`config.mk`:
```
export PLATFORM = sky130hd
export DESIGN_NAME = port_rd_ctrl
export DESIGN_NICKNAME = d
export VERILOG_FILES = /design/src/rtl/port_rd_ctrl_pkg.sv /design/src/rtl/port_rd_wrr_sel.sv /design/src/rtl/port_rd_ctrl.sv
export SDC_FILE = /design/constraint.sdc
export NUM_CORES = 1
export LEC_CHECK = 0
export BUFFER_PORTS_ARGS = -buffer_cell sky130_fd_sc_hd__buf_2
export CAP_MARGIN = 25
export CORE_MARGIN = 4
export CORE_UTILIZATION = 50
export CTS_BUF_LIST = sky130_fd_sc_hd__clkbuf_4 sky130_fd_sc_hd__clkbuf_8
export DETAILED_ROUTE_END_ITERATION = 8
export PLACE_DENSITY = 0.68
export SLEW_MARGIN = 15
export SYNTH_ARGS = -nofsm -noshare
export SYNTH_HDL_FRONTEND = slang
export SYNTH_HIERARCHICAL = 1
export SYNTH_SLANG_ARGS = --single-unit
```
`constraint.sdc`:
```
create_clock -name clk -period 2.4 [get_ports clk]
set_clock_uncertainty 0.1 [all_clocks]
set_input_delay 0.36 -clock clk [delete_from_list [all_inputs] [get_ports clk]]
set_output_delay 0.36 -clock clk [all_outputs]
set_load 0.01 [all_outputs]
```
`src/rtl/port_rd_ctrl_pkg.sv`:
```
// Shared constants and FSM state type for the per-port read controller.
package port_rd_ctrl_pkg;

    localparam int NQ    = 8;
    localparam int QW    = 3;
    localparam int LEN_W = 7;

    typedef enum logic [2:0] {
        ST_IDLE,
        ST_SEL,
        ST_POP,
        ST_RD,
        ST_DONE
    } rd_state_e;

endpackage

```
`src/rtl/port_rd_wrr_sel.sv`:
```
// WRR mask state plus masked lowest-index queue selection.
module port_rd_wrr_sel
    import port_rd_ctrl_pkg::*;
(
    input  logic          clk,
    input  logic          rst_n,
    input  logic          next_i,
    input  logic          wrr_en_i,
    input  logic [NQ-1:0] queue_available_i,
    output logic [QW-1:0] sel_o
);

    logic [NQ-1:0] mask_q, mask_d;
    logic [QW-1:0] start_q, start_d;
    logic [QW-1:0] end_q, end_d;
    logic [NQ-1:0] masked;
    logic [NQ-1:0] fixed;

    always_comb begin
        mask_d  = mask_q;
        start_d = start_q;
        end_d   = end_q;
        if (next_i) begin
            if (start_q != end_q) begin
                mask_d[start_q] = 1'b0;
                start_d         = start_q + QW'(1);
            end else if (end_q == '0) begin
                mask_d  = '1;
                start_d = '0;
                end_d   = QW'(NQ - 1);
            end else begin
                // New round re-enables queues 0..old end; the window then shrinks by one.
                mask_d  = 8'hFF >> (QW'(NQ - 1) - end_q);
                start_d = '0;
                end_d   = end_q - QW'(1);
            end
        end
    end

    always_ff @(posedge clk or negedge rst_n) begin
        if (!rst_n) begin
            mask_q  <= '1;
            start_q <= '0;
            end_q   <= QW'(NQ - 1);
        end else begin
            mask_q  <= mask_d;
            start_q <= start_d;
            end_q   <= end_d;
        end
    end

    // An empty masked set falls back to the raw availability vector.
    always_comb begin
        masked = wrr_en_i ? (mask_q & queue_available_i) : queue_available_i;
        fixed  = (masked == '0) ? queue_available_i : masked;
        sel_o  = '0;
        for (int i = NQ - 1; i >= 0; i--) begin
            if (fixed[i]) sel_o = QW'(i);
        end
    end

endmodule

```
`src/rtl/port_rd_ctrl.sv`:
```
// Per-port read controller: select queue, pop descriptor, stream word reads to the SRAM arbiter.
module port_rd_ctrl
    import port_rd_ctrl_pkg::*;
(
    input  logic             clk,
    input  logic             rst_n,
    input  logic             port_ready,
    input  logic             wrr_en,
    input  logic [NQ-1:0]    queue_available,
    output logic             pop_req,
    output logic [QW-1:0]    pop_qid,
    input  logic             pop_ack,
    input  logic [LEN_W-1:0] pop_len,
    output logic             rd_req,
    input  logic             rd_gnt,
    output logic             rd_last,
    output logic             pkt_done,
    output logic             busy
);

    rd_state_e        state_q, state_d;
    logic [QW-1:0]    qid_q, qid_d;
    logic [LEN_W-1:0] len_q, len_d;
    logic [LEN_W-1:0] cnt_q, cnt_d;
    logic [QW-1:0]    sel;

    port_rd_wrr_sel u_wrr_sel (
        .clk               (clk),
        .rst_n             (rst_n),
        .next_i            (pkt_done),
        .wrr_en_i          (wrr_en),
        .queue_available_i (queue_available),
        .sel_o             (sel)
    );

    // Handshakes: pop_req holds with a stable pop_qid until pop_ack; rd_req holds until the final word is granted.
    always_comb begin
        state_d  = state_q;
        qid_d    = qid_q;
        len_d    = len_q;
        cnt_d    = cnt_q;
        pop_req  = 1'b0;
        rd_req   = 1'b0;
        rd_last  = 1'b0;
        pkt_done = 1'b0;
        busy     = (state_q != ST_IDLE);
        case (state_q)
            ST_IDLE: begin
                if (port_ready && (|queue_available)) state_d = ST_SEL;
            end
            ST_SEL: begin
                if (|queue_available) begin
                    qid_d   = sel;
                    state_d = ST_POP;
                end else begin
                    state_d = ST_IDLE;
                end
            end
            ST_POP: begin
                pop_req = 1'b1;
                if (pop_ack) begin
                    len_d   = (pop_len == '0) ? LEN_W'(1) : pop_len;
                    cnt_d   = '0;
                    state_d = ST_RD;
                end
            end
            ST_RD: begin
                rd_req  = 1'b1;
                rd_last = (cnt_q == len_q - LEN_W'(1));
                if (rd_gnt) begin
                    cnt_d = cnt_q + LEN_W'(1);
                    if (rd_last) state_d = ST_DONE;
                end
            end
            ST_DONE: begin
                pkt_done = 1'b1;
                state_d  = ST_IDLE;
            end
            default: state_d = ST_IDLE;
        endcase
    end

    always_ff @(posedge clk or negedge rst_n) begin
        if (!rst_n) begin
            state_q <= ST_IDLE;
            qid_q   <= '0;
            len_q   <= '0;
            cnt_q   <= '0;
        end else begin
            state_q <= state_d;
            qid_q   <= qid_d;
            len_q   <= len_d;
            cnt_q   <= cnt_d;
        end
    end

    assign pop_qid = qid_q;

endmodule

```
Word-level counts from Yosys, hierarchy flattened
Cells that the tools add are included.
{ "word_totals": {"regBits": 34, "elab_cells": 73} }
{ "classes": {"n_addsub": 5, "magnitude_cmp": 2, "n_eq_ne": 10, "shifts": 1, "n_mux": 30, "bitwise_logic": 4, "reduce_logical": 14} }
{ "ops": {"columns": ["operator", "count"], "rows": [
  ["$mux W3", 14],
  ["$mux W8", 4],
  ["$mux W7", 3],
  ["$and A8 B8 Y8", 2],
  ["$pmux W7 S2", 1],
  ["$pmux W3 S4", 1],
  ["$logic_not A8 Y1", 1],
  ["$ne A2 B2 Y1 const B", 4],
  ["$not A8 Y8", 1],
  ["$reduce_or A8 Y1", 1],
  ["$shr A8 B3 Y8 const A", 1],
  ["$add A7 B1 Y7 const B", 1],
  ["$eq A7 B7 Y1", 1],
  ["$logic_not A7 Y1", 1],
  ["$sub A7 B1 Y7 const B", 1],
  ["$eq A3 B2 Y1 const B", 2],
  ["$logic_not A3 Y1", 2],
  ["$reduce_and A2 Y1", 3],
  ["$mux W1", 5],
  ["$lt A3 B4 Y1 const B", 1],
  ["$reduce_and A4 Y1", 1],
  ["$add A3 B1 Y3 const B", 1],
  ["$demux W1 S3", 1],
  ["$eq A3 B1 Y1 const B", 1],
  ["other kinds (11)", 12]
]} }

Depth between registers and ports, before layout
Gate-level depths: netlist (run 1).
{ "logic_depth": {"ltp_word": 12, "mapped_depth": 8, "mapped_depth_nobuf": 8} }

By module
The synthesis (run 1) kept the hierarchy.
{ "by_module_without_submodules": {"columns": ["module", "instances", "cells_each", "area_per_inst_um2", "seq_area_each_um2"], "rows": [
  ["port_rd_ctrl", 1, 113, 1214.9, 500.5],
  ["port_rd_wrr_sel", 1, 113, 1028.5, 364.1]
]} }

Least setup slack after synthesis (run 1)
Ideal clock, no wire load.
{ "synth_timing": {"path_kind": "register to register", "from": "register state_q[1]", "to": "register u_wrr_sel.mask_q[1]", "setup_ps": 82, "t_arrival_ps": 1851, "t_required_ps": 2218, "slack_ps": 367, "stages_incl_launch_ff": 8, "period_less_slack_ps": 2033, "path_cell_list": "dfrtp_1 -> buf_4 -> nor3b_1 -> clkbuf_1 -> inv_1 -> or3_1 -> o211ai_1 -> nand2_1"} }
{ "synth_via": {"elab_chain_cells": 2} }
{ "synth_rtl": {"columns": ["item", "line", "rtl"], "rows": [
  ["start, declared", "port_rd_ctrl.sv:21", "rd_state_e state_q, state_d;"],
  ["start signal, assigned", "port_rd_ctrl.sv:90", "state_q <= state_d;"],
  ["$eq A3 B3 Y1", "port_rd_ctrl.sv:47", "case (state_q)"],
  ["$mux W1", "port_rd_ctrl.sv:47", null],
  ["via pkt_done", "port_rd_ctrl.sv:17", "output logic pkt_done,"],
  ["end signal, assigned", "port_rd_wrr_sel.sv:46", "mask_q <= mask_d;"],
  ["end, declared", "port_rd_wrr_sel.sv:13", "logic [NQ-1:0] mask_q, mask_d;"]
]} }
The timed path passes the listed nets, and every way through them passes these cells.
A chain may end at the register's enable or synchronous reset.

Worst setup path in the final report (run 1)
{ "layout_timing": {"from": "register len_q[0]", "to": "output port rd_last"} }
{ "layout_via": {"elab_chain_cells": 3} }
{ "layout_rtl": {"columns": ["item", "line", "rtl"], "rows": [
  ["start, declared", "port_rd_ctrl.sv:23", "logic [LEN_W-1:0] len_q, len_d;"],
  ["start signal, assigned", "port_rd_ctrl.sv:92", "len_q <= len_d;"],
  ["$sub A7 B1 Y7", "port_rd_ctrl.sv:69", "rd_last = (cnt_q == len_q - LEN_W'(1));"],
  ["$eq A7 B7 Y1", "port_rd_ctrl.sv:69", null],
  ["$mux W1", "port_rd_ctrl.sv:47", null],
  ["end, declared", "port_rd_ctrl.sv:16", "output logic rd_last,"]
]} }
Every way passes these cells.

==> flow_summary.json, run 1 <==
{
  "diodes": 0,
  "start_util": 0.515,
  "hold_viol_final": 0,
  "relSlewSlack": 0.482,
  "ys_seq_area_frac": 0.385,
  "ioPinCount": 29,
  "required_ns": 1.94,
  "final_antenna_net_count": 0,
  "die_h_um": 75.0,
  "totalNegativeSetupSlack_ns": 0,
  "synth_cell_types": 59,
  "switching_power_mw": 0.784,
  "setup-violations-final": 0,
  "cts_tree": "built",
  "synthCells": 226,
  "synth_top_area_frac": 0.257,
  "firstDrtPassIters": 4,
  "area_growth_pct": 14.1,
  "ctsLongestPathBuffers": 2,
  "grt-ovfl-total": 0,
  "crit_path_end_kind": "primary output",
  "crit_type": "register to primary output",
  "swShare": 0.356,
  "ir_worst_vdd_uv": 545,
  "pwr-share-seq": 0.399,
  "final_cell_mix": "buf_2, dfrtp_1, o21ai_0, nand2_1, inv_1",
  "rows": 24,
  "wl_mm": 4.59,
  "avgSynthCellArea_sq_um": 9.93,
  "fin_crit_sh": 0.948,
  "cp_max_fo": 4,
  "drc": 0,
  "start_kind": "register",
  "drt_iter0_drc": 68,
  "power.leakage_nw": 1.12,
  "total_power_mw": 2.20,
  "yosys.area.top_type": "dfrtp_1",
  "grt_pass1_vias": 1615,
  "htree_levels": 2,
  "hpwlAfterDp_mm": 3.34,
  "antenna_found_initial": 0,
  "cts.sinks": 34,
  "syn_area_sq_um": 2240,
  "combPwrFrac": 0.391,
  "track_usage": 0.181,
  "arrival_ns": 1.81,
  "cts_buffers": 5,
  "ys_ff_latch": 34,
  "dpl_cell_area_sq_um": 2410,
  "synthArstFlopShare": 1.00,
  "cts_root_buf": "clkbuf_8",
  "synth_ff_type": "dfrtp_1",
  "avgViaCountPerCell": 5.67,
  "timing.max_cap.violations": 0,
  "die_w_um": 75.0,
  "p_int_mw": 1.42,
  "grt_start_max_net_pins": 35,
  "utilization": 0.588,
  "grt_setup_unrepaired": "false",
  "gp_congestion": 0.807,
  "clk_latency_ns": 0.29,
  "fmax_mhz": 440,
  "drv_slew": 0,
  "status": "completed",
  "netlist_top_cells_area": "dfrtp_1, dfstp_2, o21ai_0",
  "mostFrequentLayoutCell": "buf_2",
  "clkPwrFrac": 0.210,
  "ys_warn_count": 6,
  "finalCriticalPeriod_ns": 2.27,
  "drive_above_1_share": 0.310,
  "synth_edf_count": 0,
  "final_net_count": 286,
  "tightest_slew_ns": 0.777,
  "coreArea_sq_um": 4350,
  "io_buffers": 28,
  "p_per_area_nw_per_um2": 861,
  "cts.clk_slew.worst_paths_ns": 0.07,
  "cts_hold_buf": 0,
  "detail_route.wl_per_cell_um": 14.8,
  "die-area_sq_um": 5620,
  "fin_area_sq_um": 2560,
  "grt_pass1_wl_mm": 7.63,
  "min_path_type": "primary input to asynchronous set/reset pin",
  "syn_nets": 255,
  "vias": 1759
}
[synth_stat cells (2+ instances only)]
library cell,n
or4_1,2
o21a_1,4
a31oi_1,3
ha_1,8
dfrtp_1,23
nor3_1,6
nand2b_1,4
buf_6,2
o21ai_1,2
o211ai_1,4
o221ai_1,2
mux2_2,9
o21ai_0,22
buf_4,2
nand2_1,16
and4_1,2
nor3_4,2
nand3_1,2
xnor2_1,7
nand3b_1,2
a22o_1,3
and3_1,2
a21oi_1,6
nor4_2,3
dfstp_2,11
or3_1,3
buf_2,5
inv_1,14
nor3b_1,2
nor2_1,13
a41oi_1,2
xor2_1,11
[worst paths after layout]
kind | slack (ns) | start | depth (start not counted) | to
setup / recovery | 0.13 | len_q[0] | 6 | rd_last
min in group clk | 0.19 | pop_len[1] | 3 | len_q[1]
setup reg to reg | 0.23 | u_wrr_sel/end_q[1] | 8 | u_wrr_sel/mask_q[2]
hold / removal | 0.05 | rst_n | 1 | cnt_q[0]
max in group asynchronous | 1.66 | rst_n | 1 | u_wrr_sel/start_q[1]
hold reg to reg | 0.40 | pop_qid[1] | 1 | pop_qid[1]
[layout make-up]
| type | instances | area [sq um] |
|---|---|---|
| Fill cell | 396 | 1790 |
| Multi-Input combinational cell | 167 | 1290 |
| Sequential cell | 34 | 865 |
| Timing Repair Buffer | 34 | 185 |
| Clock buffer | 8 | 97.6 |
| Tap cell | 52 | 65.1 |
| Inverter | 15 | 56.3 |
[power groups by stage]
stage                     Sequential, mW  Clock (mW)  Combinational (mW)
after detailed placement           0.887           0               0.757
after global placement             0.888           0               0.745
after global routing               0.905       0.510               0.960
final                              0.879       0.463               0.861
after CTS                          0.882       0.476               0.775
after floorplan                    0.841           0               0.612
[flip-flops by register name, summed over array words and instances (netlist names)]
signal	cells
u_wrr_sel/mask_q	8
cnt_q	7
len_q	7
pop_qid	3
state_q	3
u_wrr_sel/end_q	3
u_wrr_sel/start_q	3
[routing by layer]
| metal | routed length (um) | share of wire | global-route usage | up-vias |
|---|---|---|---|---|
| met5 | 0 | 0 | 0 | - |
| met4 | 77 | 0.017 | 0.0711 | 0 |
| met3 | 237 | 0.052 | 0.0481 | 6 |
| met2 | 2070 | 0.45 | 0.275 | 35 |
| met1 | 2210 | 0.48 | 0.247 | 829 |
| li1 | - | - | - | 889 |
[kinds of logic (layout without fill, tap and decap cells)]
family | after synthesis | count (layout) | synth area share
flops | 34 | 34 | 0.385
fa+ha+maj | 8 | 8 | 0.0446
buf+inv | 25 | 57 | 0.0546
simple gates | 68 | 68 | 0.192
compound gates | 63 | 63 | 0.204
mux | 10 | 10 | 0.0496
xor+xnor | 18 | 18 | 0.0703
[per-stage QoR]
| stage | hold WS [ns] | setup slack, ns | instances |
|---|---|---|---|
| finish | 0.0521 | 0.126 | 310 |
| global route | 0.0978 | 0.0162 | 310 |
| CTS | 0.0672 | 0.0277 | 308 |
| detailed placement | 0.387 | 0.256 | 300 |
| global placement | 0.386 | 0.277 | 300 |
| floorplan | -0.0356 | 0.367 | 226 |
[critical path, cell delays in order (launching register included)]
cell and delay (ns):
dfrtp_1 0.39, buf_4 0.15, nor3_2 0.24, xnor2_1 0.15
o2111a_1 0.27, and4_1 0.20, buf_2 0.13
[repair_timing]
action	in CTS	in global routing
gates cloned	0	0
pin swaps	0	1
endpoints found under the setup margin	1	1
buffers inserted	0	2
gates resized for setup	2	3
(Power assumes the default switching activity.)
==> run 2: changes to the inputs <==
RECOVER_POWER = 100   (was not set)
==> run 2 against run 1 <==
  * Utilization is 0.26 points lower
  * Hold slack better by 0.14 ns
  * Fmax hardly changed
  * Die area stayed put
  * Routed wire length is 0.22% higher
  * Critical path type unchanged
  * Highest routed layer unchanged
  * The run now ends with max-capacitance violations, max-slew violations left
==> flow_summary.json, run 2 (same netlist as run 1, synthesis figures left out) <==
{
  "status": "finished with violations",
  "violations": "max-capacitance violations, max-slew violations",
  "top_register": "u_wrr_sel/mask_q",
  "final_net_count": 286,
  "io_buffers": 28,
  "min_path_type": "primary input to register",
  "crit_path_end_kind": "primary output",
  "drt_iter0_drc": 62,
  "fin_crit_sh": 0.947,
  "cts_root_buf": "clkbuf_8",
  "start_kind": "register",
  "area_growth_pct": 13.6,
  "grt_setup_unrepaired": "false",
  "hold_viol_final": 0,
  "fin_area_sq_um": 2550,
  "ctsLongestPathBuffers": 2,
  "htree_levels": 2,
  "required_ns": 1.94,
  "grt_pass1_wl_mm": 7.63,
  "coreArea_sq_um": 4350,
  "final_antenna_net_count": 0,
  "drc": 0,
  "die-area_sq_um": 5620,
  "crit_type": "register to primary output",
  "tightest_slew_ns": 1.87,
  "ir_worst_vdd_uv": 545,
  "timing.max_cap.violations": 1,
  "gp_congestion": 0.807,
  "cts_hold_buf": 0,
  "cts_tree": "built",
  "antenna_found_initial": 0,
  "die_h_um": 75.0,
  "clk_latency_ns": 0.29,
  "finalCriticalPeriod_ns": 2.27,
  "rows": 24,
  "diodes": 0,
  "largestRegisters": "u_wrr_sel/mask_q (8), cnt_q (7), len_q (7)",
  "path_delay_family": "simple AND/OR/NAND/NOR gates",
  "p_per_area_nw_per_um2": 861,
  "cp_max_fo": 4,
  "slowest_delay_ns": 0.39,
  "crit_path_top_delay_cell": "dfrtp_1",
  "grt-ovfl-total": 0,
  "largest_reg_flops": 8,
  "cts.clk_slew.worst_paths_ns": 0.07,
  "detail_route.wl_per_cell_um": 14.8,
  "mostFrequentLayoutCell": "buf_2",
  "final_cell_mix": "buf_2, dfrtp_1, o21ai_0, nand2_1, inv_1",
  "crit_chain": "buf_4 -> nor3_2 -> xnor2_1 -> o2111a_1 -> and4_1 -> buf_2",
  "fill_cells": 402,
  "cts_buffers": 5,
  "ioPinCount": 29,
  "grt_start_max_net_pins": 35,
  "relSlewSlack": -0.245,
  "firstDrtPassIters": 4,
  "cts.sinks": 34,
  "track_usage": 0.181,
  "grt_pass1_vias": 1615,
  "totalNegativeSetupSlack_ns": 0,
  "fmax_mhz": 440,
  "arrival_ns": 1.81,
  "hpwlAfterDp_mm": 3.34,
  "die_w_um": 75.0,
  "start_util": 0.515,
  "avgViaCountPerCell": 5.67,
  "power.leakage_nw": 1.11,
  "drive_above_1_share": 0.295,
  "wl_mm": 4.60,
  "drv_slew": 35,
  "setup-violations-final": 0,
  "vias": 1758,
  "cp_num_buf_inv": 2,
  "dpl_cell_area_sq_um": 2410
}
run 2: power by group:
part           total (mW)  switching, mW  internal, mW
Combinational       0.854          0.415         0.439
Sequential          0.878          0.162         0.716
Clock               0.464          0.207         0.257
Total                2.20          0.784          1.41
run 2: final timing paths:
| path | from | endpoint | depth (start not counted) | slack, ns |
|---|---|---|---|---|
| min | pop_len[1] | len_q[1] | 3 | 0.19 |
| min in group asynchronous | rst_n | cnt_q[0] | 1 | 0.48 |
| max in group asynchronous | rst_n | u_wrr_sel/start_q[1] | 1 | 0.65 |
| max reg2reg | u_wrr_sel/end_q[1] | u_wrr_sel/mask_q[2] | 8 | 0.23 |
| max | len_q[0] | rd_last | 6 | 0.13 |
| min reg2reg | pop_qid[1] | pop_qid[1] | 1 | 0.41 |
run 2: layout make-up:
type,count,area (sq um),share of cell area
Clock buffer,8,97.6,0.0383
Inverter,15,56.3,0.0221
Multi-Input combinational cell,167,1280,0.504
Sequential cell,34,865,0.339
Tap cell,52,65.1,0.0255
Timing Repair Buffer,34,180,0.0707
run 2: per-layer routing:
| metal | global-route usage | vias up | wire length, um |
|---|---|---|---|
| li1 | - | 889 | - |
| met1 | 0.247 | 831 | 2220 |
| met2 | 0.275 | 32 | 2070 |
| met3 | 0.0481 | 6 | 232 |
| met4 | 0.0711 | 0 | 77 |
| met5 | 0 | - | 0 |
run 2: stage by stage:
| step | utilization | instances | power [mW] | hold WS (ns) | setup WS (ns) |
|---|---|---|---|---|---|
| floorplan | - | 226 | 1.45 | -0.0356 | 0.367 |
| global placement | 0.554 | 300 | 1.63 | 0.386 | 0.277 |
| detailed placement | 0.554 | 300 | 1.64 | 0.387 | 0.256 |
| CTS | 0.580 | 308 | 2.13 | 0.0672 | 0.0277 |
| global route | 0.585 | 310 | 2.37 | 0.183 | 0.0162 |
| finish | 0.585 | 310 | 2.20 | 0.188 | 0.126 |
run 2: timing repair:
action | 4_1_cts | 5_1_grt
resized for setup | 2 | 3
setup endpoints to repair | 1 | 1
buffers inserted | 0 | 2
pin swaps | 0 | 1
run 2: tightest hold or removal path, delay by kind of cell:
| kind | cells | cell delay, ns |
|---|---|---|
| buf+inv | 1 | 0.09 |
| simple gates | 1 | 0.04 |
| compound gates | 1 | 0.06 |
